<file path="src/rtl/rr_arb8.sv">
// Eight-way round-robin arbiter with a bounded hold time per grant.
// Grant, index and valid are registered; a release or timeout re-arbitrates in the same edge.
module rr_arb8 #(
    parameter int unsigned MAX_HOLD = 4
) (
    input  logic       clk,
    input  logic       rst_n,
    input  logic       EN,
    input  logic [7:0] req,
    output logic [7:0] gnt,
    output logic [2:0] gnt_id,
    output logic       gnt_valid
);

    localparam int unsigned HW = $clog2(MAX_HOLD + 1);
    localparam logic [HW-1:0] HOLD_MAX = HW'(MAX_HOLD);

    typedef enum logic {
        IDLE  = 1'b0,
        GRANT = 1'b1
    } state_t;

    state_t        state, state_n;
    logic [2:0]    ptr, ptr_n;
    logic [HW-1:0] hold_cnt, hold_n;
    logic [7:0]    gnt_n;
    logic [2:0]    id_n;
    logic          valid_n;
    logic          load;
    logic          clear;
    logic [2:0]    base;
    logic [2:0]    win;
    logic          found;

    // In GRANT the search starts just past the owner, which is where ptr would move on release.
    always_comb begin
        base  = (state == GRANT) ? 3'(gnt_id + 3'd1) : ptr;
        found = 1'b0;
        win   = 3'd0;
        for (int i = 0; i < 8; i++) begin
            if (!found && req[3'(base + 3'(i))]) begin
                found = 1'b1;
                win   = 3'(base + 3'(i));
            end
        end
    end

    // State register, pointer, hold counter and registered outputs.
    always_ff @(posedge clk or negedge rst_n) begin
        if (!rst_n) begin
            state     <= IDLE;
            ptr       <= 3'd0;
            hold_cnt  <= '0;
            gnt       <= 8'd0;
            gnt_id    <= 3'd0;
            gnt_valid <= 1'b0;
        end else begin
            state     <= state_n;
            ptr       <= ptr_n;
            hold_cnt  <= hold_n;
            gnt       <= gnt_n;
            gnt_id    <= id_n;
            gnt_valid <= valid_n;
        end
    end

    // Next-state logic: keep, hand over, or drop the grant.
    always_comb begin
        state_n = state;
        ptr_n   = ptr;
        hold_n  = hold_cnt;
        load    = 1'b0;
        clear   = 1'b0;
        case (state)
            IDLE: begin
                hold_n = '0;
                if (EN && found) begin
                    state_n = GRANT;
                    load    = 1'b1;
                    hold_n  = HW'(1);
                end
            end
            GRANT: begin
                if (!EN) begin
                    state_n = IDLE;
                    ptr_n   = 3'(gnt_id + 3'd1);
                    hold_n  = '0;
                    clear   = 1'b1;
                end else if (req[gnt_id] && (hold_cnt < HOLD_MAX)) begin
                    hold_n = HW'(hold_cnt + HW'(1));
                end else begin
                    ptr_n = 3'(gnt_id + 3'd1);
                    if (found) begin
                        load   = 1'b1;
                        hold_n = HW'(1);
                    end else begin
                        state_n = IDLE;
                        hold_n  = '0;
                        clear   = 1'b1;
                    end
                end
            end
            default: begin
                state_n = IDLE;
                clear   = 1'b1;
            end
        endcase
    end

    // Output logic: next values for the registered grant outputs.
    always_comb begin
        gnt_n   = gnt;
        id_n    = gnt_id;
        valid_n = gnt_valid;
        if (load) begin
            gnt_n   = 8'(8'd1 << win);
            id_n    = win;
            valid_n = 1'b1;
        end else if (clear) begin
            gnt_n   = 8'd0;
            id_n    = 3'd0;
            valid_n = 1'b0;
        end
    end

endmodule
</file>
<file path="config.mk">
export PLATFORM = sky130hd
export DESIGN_NAME = rr_arb8
export DESIGN_NICKNAME = d
export VERILOG_FILES = /design/src/rtl/rr_arb8.sv
export SDC_FILE = /design/constraint.sdc
export NUM_CORES = 1
export LEC_CHECK = 0
export BUFFER_PORTS_ARGS = -buffer_cell sky130_fd_sc_hd__buf_2
export CAP_MARGIN = 25
export CORE_MARGIN = 8
export CORE_UTILIZATION = 42
export CTS_CLUSTER_DIAMETER = 80
export DETAILED_ROUTE_END_ITERATION = 16
export PLACE_DENSITY = 0.61
export SLEW_MARGIN = 20
export SYNTH_ARGS = -nofsm -noshare
export SYNTH_HDL_FRONTEND = slang
export SYNTH_SLANG_ARGS = --single-unit
</file>
<file path="constraint.sdc">
create_clock -name clk -period 4.2 [get_ports clk]
set_clock_uncertainty 0.2 [all_clocks]
set_input_delay 0.42 -clock clk [delete_from_list [all_inputs] [get_ports clk]]
set_output_delay 0.42 -clock clk [all_outputs]
set_load 0.05 [all_outputs]
</file>
==> implementation parameters <==
Parameter                              Value

Status
  Result of the run ... complete, no violations

Logic synthesis
  Compound-Gate Fraction of Synth Area ... 0.228
  Top area cells in the synthesized netlist ... dfrtp_1, mux2i_1, mux4_2, nand3_1, mux2i_2
  Number of warnings printed during yosys synthesis ... 0
  Dominant combinational cell family by area after synthesis ... compound AO/OA/AOI/OAI gates
  Simple-Gate Fraction of Synth Area ... 0.197
  Syn nets ... 203
  Sequential-to-total area share from yosys stat ... 0.266
  #FFs+latches synth ... 19
  Portion of netlist area occupied by mux cells ... 0.214
  Netlist area before placement ... 1790 sq um
  Most instantiated flip-flop cell in the synthesis netlist ... dfrtp_1
  Adder-cell area share of the yosys netlist ... 0.0280
  Share of flip-flops with an asynchronous set or reset ... 1.00
  Synthesized netlist cell count ... 188
  Post-synth EDFFs ... 0
  Post-synth top area cell ... dfrtp_1
  Xor/xnor share of the synthesized area ... 0.0336
  Post-Synthesis Mean Instance Area ... 9.52 sq um
  Distinct cells, synth ... 54
  Fraction of synthesized cell area taken by the top area cell type ... 0.266

Hold path
  Hold Path Class ... in -> reg
  Worst Hold Path Cells ... 2

Final layout
  Area overhead of the layout relative to synthesis ... 12.2%
  Net count of the finished layout ... 228
  Filler Cell Count ... 380
  Commonest cells after routing, fill and taps aside ... buf_2, dfrtp_1, nand2_1, nand3_1
  Antenna cells ... 0
  Fraction of final layout cells sized beyond drive strength 1 ... 0.259
  Most frequent standard cell in the layout excluding fill and tap cells ... buf_2
  Final core utilization ... 0.495

Run
  Number of max-cap violations ... 0

Die
  Placeable core region ... 4060 sq um
  Total Die Area ... 6600 sq um
  Starting density of the core ... 0.441
  Die Y ... 81.3 um
  Horizontal die dimension ... 81.3 um
  Number of top-level pins ... 23
  Row cnt ... 23

Detailed routing
  DRC violation count after routing ... 0
  Antenna-violating nets left ... 0
  Average wire per standard cell ... 18.6 um
  Initial drt markers ... 236
  First-pass DRT Iterations ... 5
  Vias per std cell ... 6.34
  Wire length after detailed routing ... 4880 um
  Total via count in the routed design ... 1,662

Clock network
  Clock tree root driver cell ... clkbuf_8
  Inserted Clock Buffers ... 3
  TritonCTS Sinks ... 19
  Clock transition at the register clock pins on the worst setup and hold paths after CTS ... 0.08 ns
  TritonCTS clock tree ... built
  Clk_lat worst skew ... 0.26 ns
  Total number of H-tree levels ... 1
  Clk buf depth ... 2

Worst setup path
  Critical path data arrival time ... 3.91 ns
  Critical Path Fanout Max ... 13
  WP data required ... 4.14 ns
  Type of destination of the critical path ... flop
  Critical path startpoint category ... flop
  Startpoint-to-endpoint class of the critical path ... reg -> reg
  R2R depth ... 10

STA
  Number of pins with negative max-slew slack in the final report ... 0
  Final critical-path share of the clock period ... 0.945
  Setup repair after global routing missed its margin ... false
  Final critical delay including setup and external delays ... 3.97 ns
  Worst slew margin ... 0.583
  Highest clock rate ... 252 MHz
  Total setup violations reported at the end of the flow ... 0
  Final-report hold violation count ... 0
  Transition at the pin with the smallest max-transition slack ... 0.608 ns
  Final sum of negative setup slack ... 0 ns

Place
  Number of port buffers ... 22
  Placer Congestion ... 0.943
  Detailed placement HPWL ... 3890 um

GRT
  Number of global-route vias before repair ... 1,626
  Pin count of the biggest net entering global routing ... 20
  Total congestion overflow after global routing ... 0
  Antenna violations before repair ... 0
  Overall fraction of global-route tracks in use ... 0.152
  First-pass GRT wire length ... 8050 um
## what timing repair did
| action | 4_1_cts | 5_1_grt |
|---|---|---|
| gates resized for setup | 0 | 1 |
| endpoints found under the setup margin | 0 | 1 |
| hold endpoints to repair | 19 | 0 |
| hold buffers | 1 | 0 |
| buffers inserted | 0 | 0 |
## registers in the layout, indices dropped and copies added, names as in the netlist
signal     flops
gnt_valid      1
hold_cnt       3
gnt            8
gnt_id         3
state          1
ptr            3
## through the flow
| stage | area, sq um | cells | setup WS [ns] | hold slack, ns |
|---|---|---|---|---|
| after detailed placement | 1950 | 257 | 0.228 | 0.176 |
| after CTS | 2000 | 262 | 0.225 | 0.274 |
| final | 2010 | 262 | 0.229 | 0.275 |
| after global routing | 2010 | 262 | 0.0534 | 0.283 |
| after global placement | 1950 | 257 | 0.354 | 0.164 |
| after floorplan | 1790 | 188 | 0.376 | -0.0756 |
## final timing paths
kind | slack (ns) | end | start
min | 0.27 | hold_cnt[1] | EN
max reg2reg | 0.23 | gnt[3] | gnt_id[1]
max in group asynchronous | 3.07 | gnt_id[0] | rst_n
min in group asynchronous | 0.42 | gnt[7] | rst_n
max | 0.23 | gnt[3] | gnt_id[1]
min reg2reg | 0.28 | hold_cnt[0] | hold_cnt[0]
## worst max-delay path: stages (launching register included)
cell	delay (ns)
dfrtp_1	0.44
ha_1	0.33
mux2_2	0.40
ha_1	0.26
xnor2_1	0.38
mux2i_1	0.19
mux2i_2	0.30
mux2_1	0.35
a221oi_1	0.46
nor2_1	0.20
o41ai_1	0.34
## cell families after synthesis
family | after synthesis
adders and majority gates | 4
muxes | 30
AOI/OAI and AO/OA | 53
xor gates and xnor gates | 6
and+or+nand+nor | 65
buffers and inverters | 11
DFF | 19
## per-layer routing
layer / global-route usage / share of wire / vias up
met5: 0 / 0 / -
met3: 0.0276 / 0.065 / 6
met1: 0.202 / 0.44 / 801
met4: 0.0375 / 0.0098 / 0
met2: 0.248 / 0.48 / 68
li1: - / - / 787
## cell type report
cell class	count	area (sq um)	area share
Clock buffer	3	41.3	0.0206
Clock inverter	1	5.00	0.00249
Inverter	4	15.0	0.00748
Multi-Input combinational cell	158	1260	0.627
Sequential cell	19	475	0.237
Tap cell	50	62.6	0.0312
Timing Repair Buffer	27	150	0.0748
## Yosys cell counts (5+ instances only)
cell	count
nor2_1	7
nand2_1	17
mux2i_1	13
dfrtp_1	19
mux2i_2	5
mux2_2	6
o21ai_0	12
nand3_1	17
a32o_1	5
and2_1	5
Power is not shown: default switching activity piles up to over one toggle a cycle in this logic, so the estimate is an artifact.
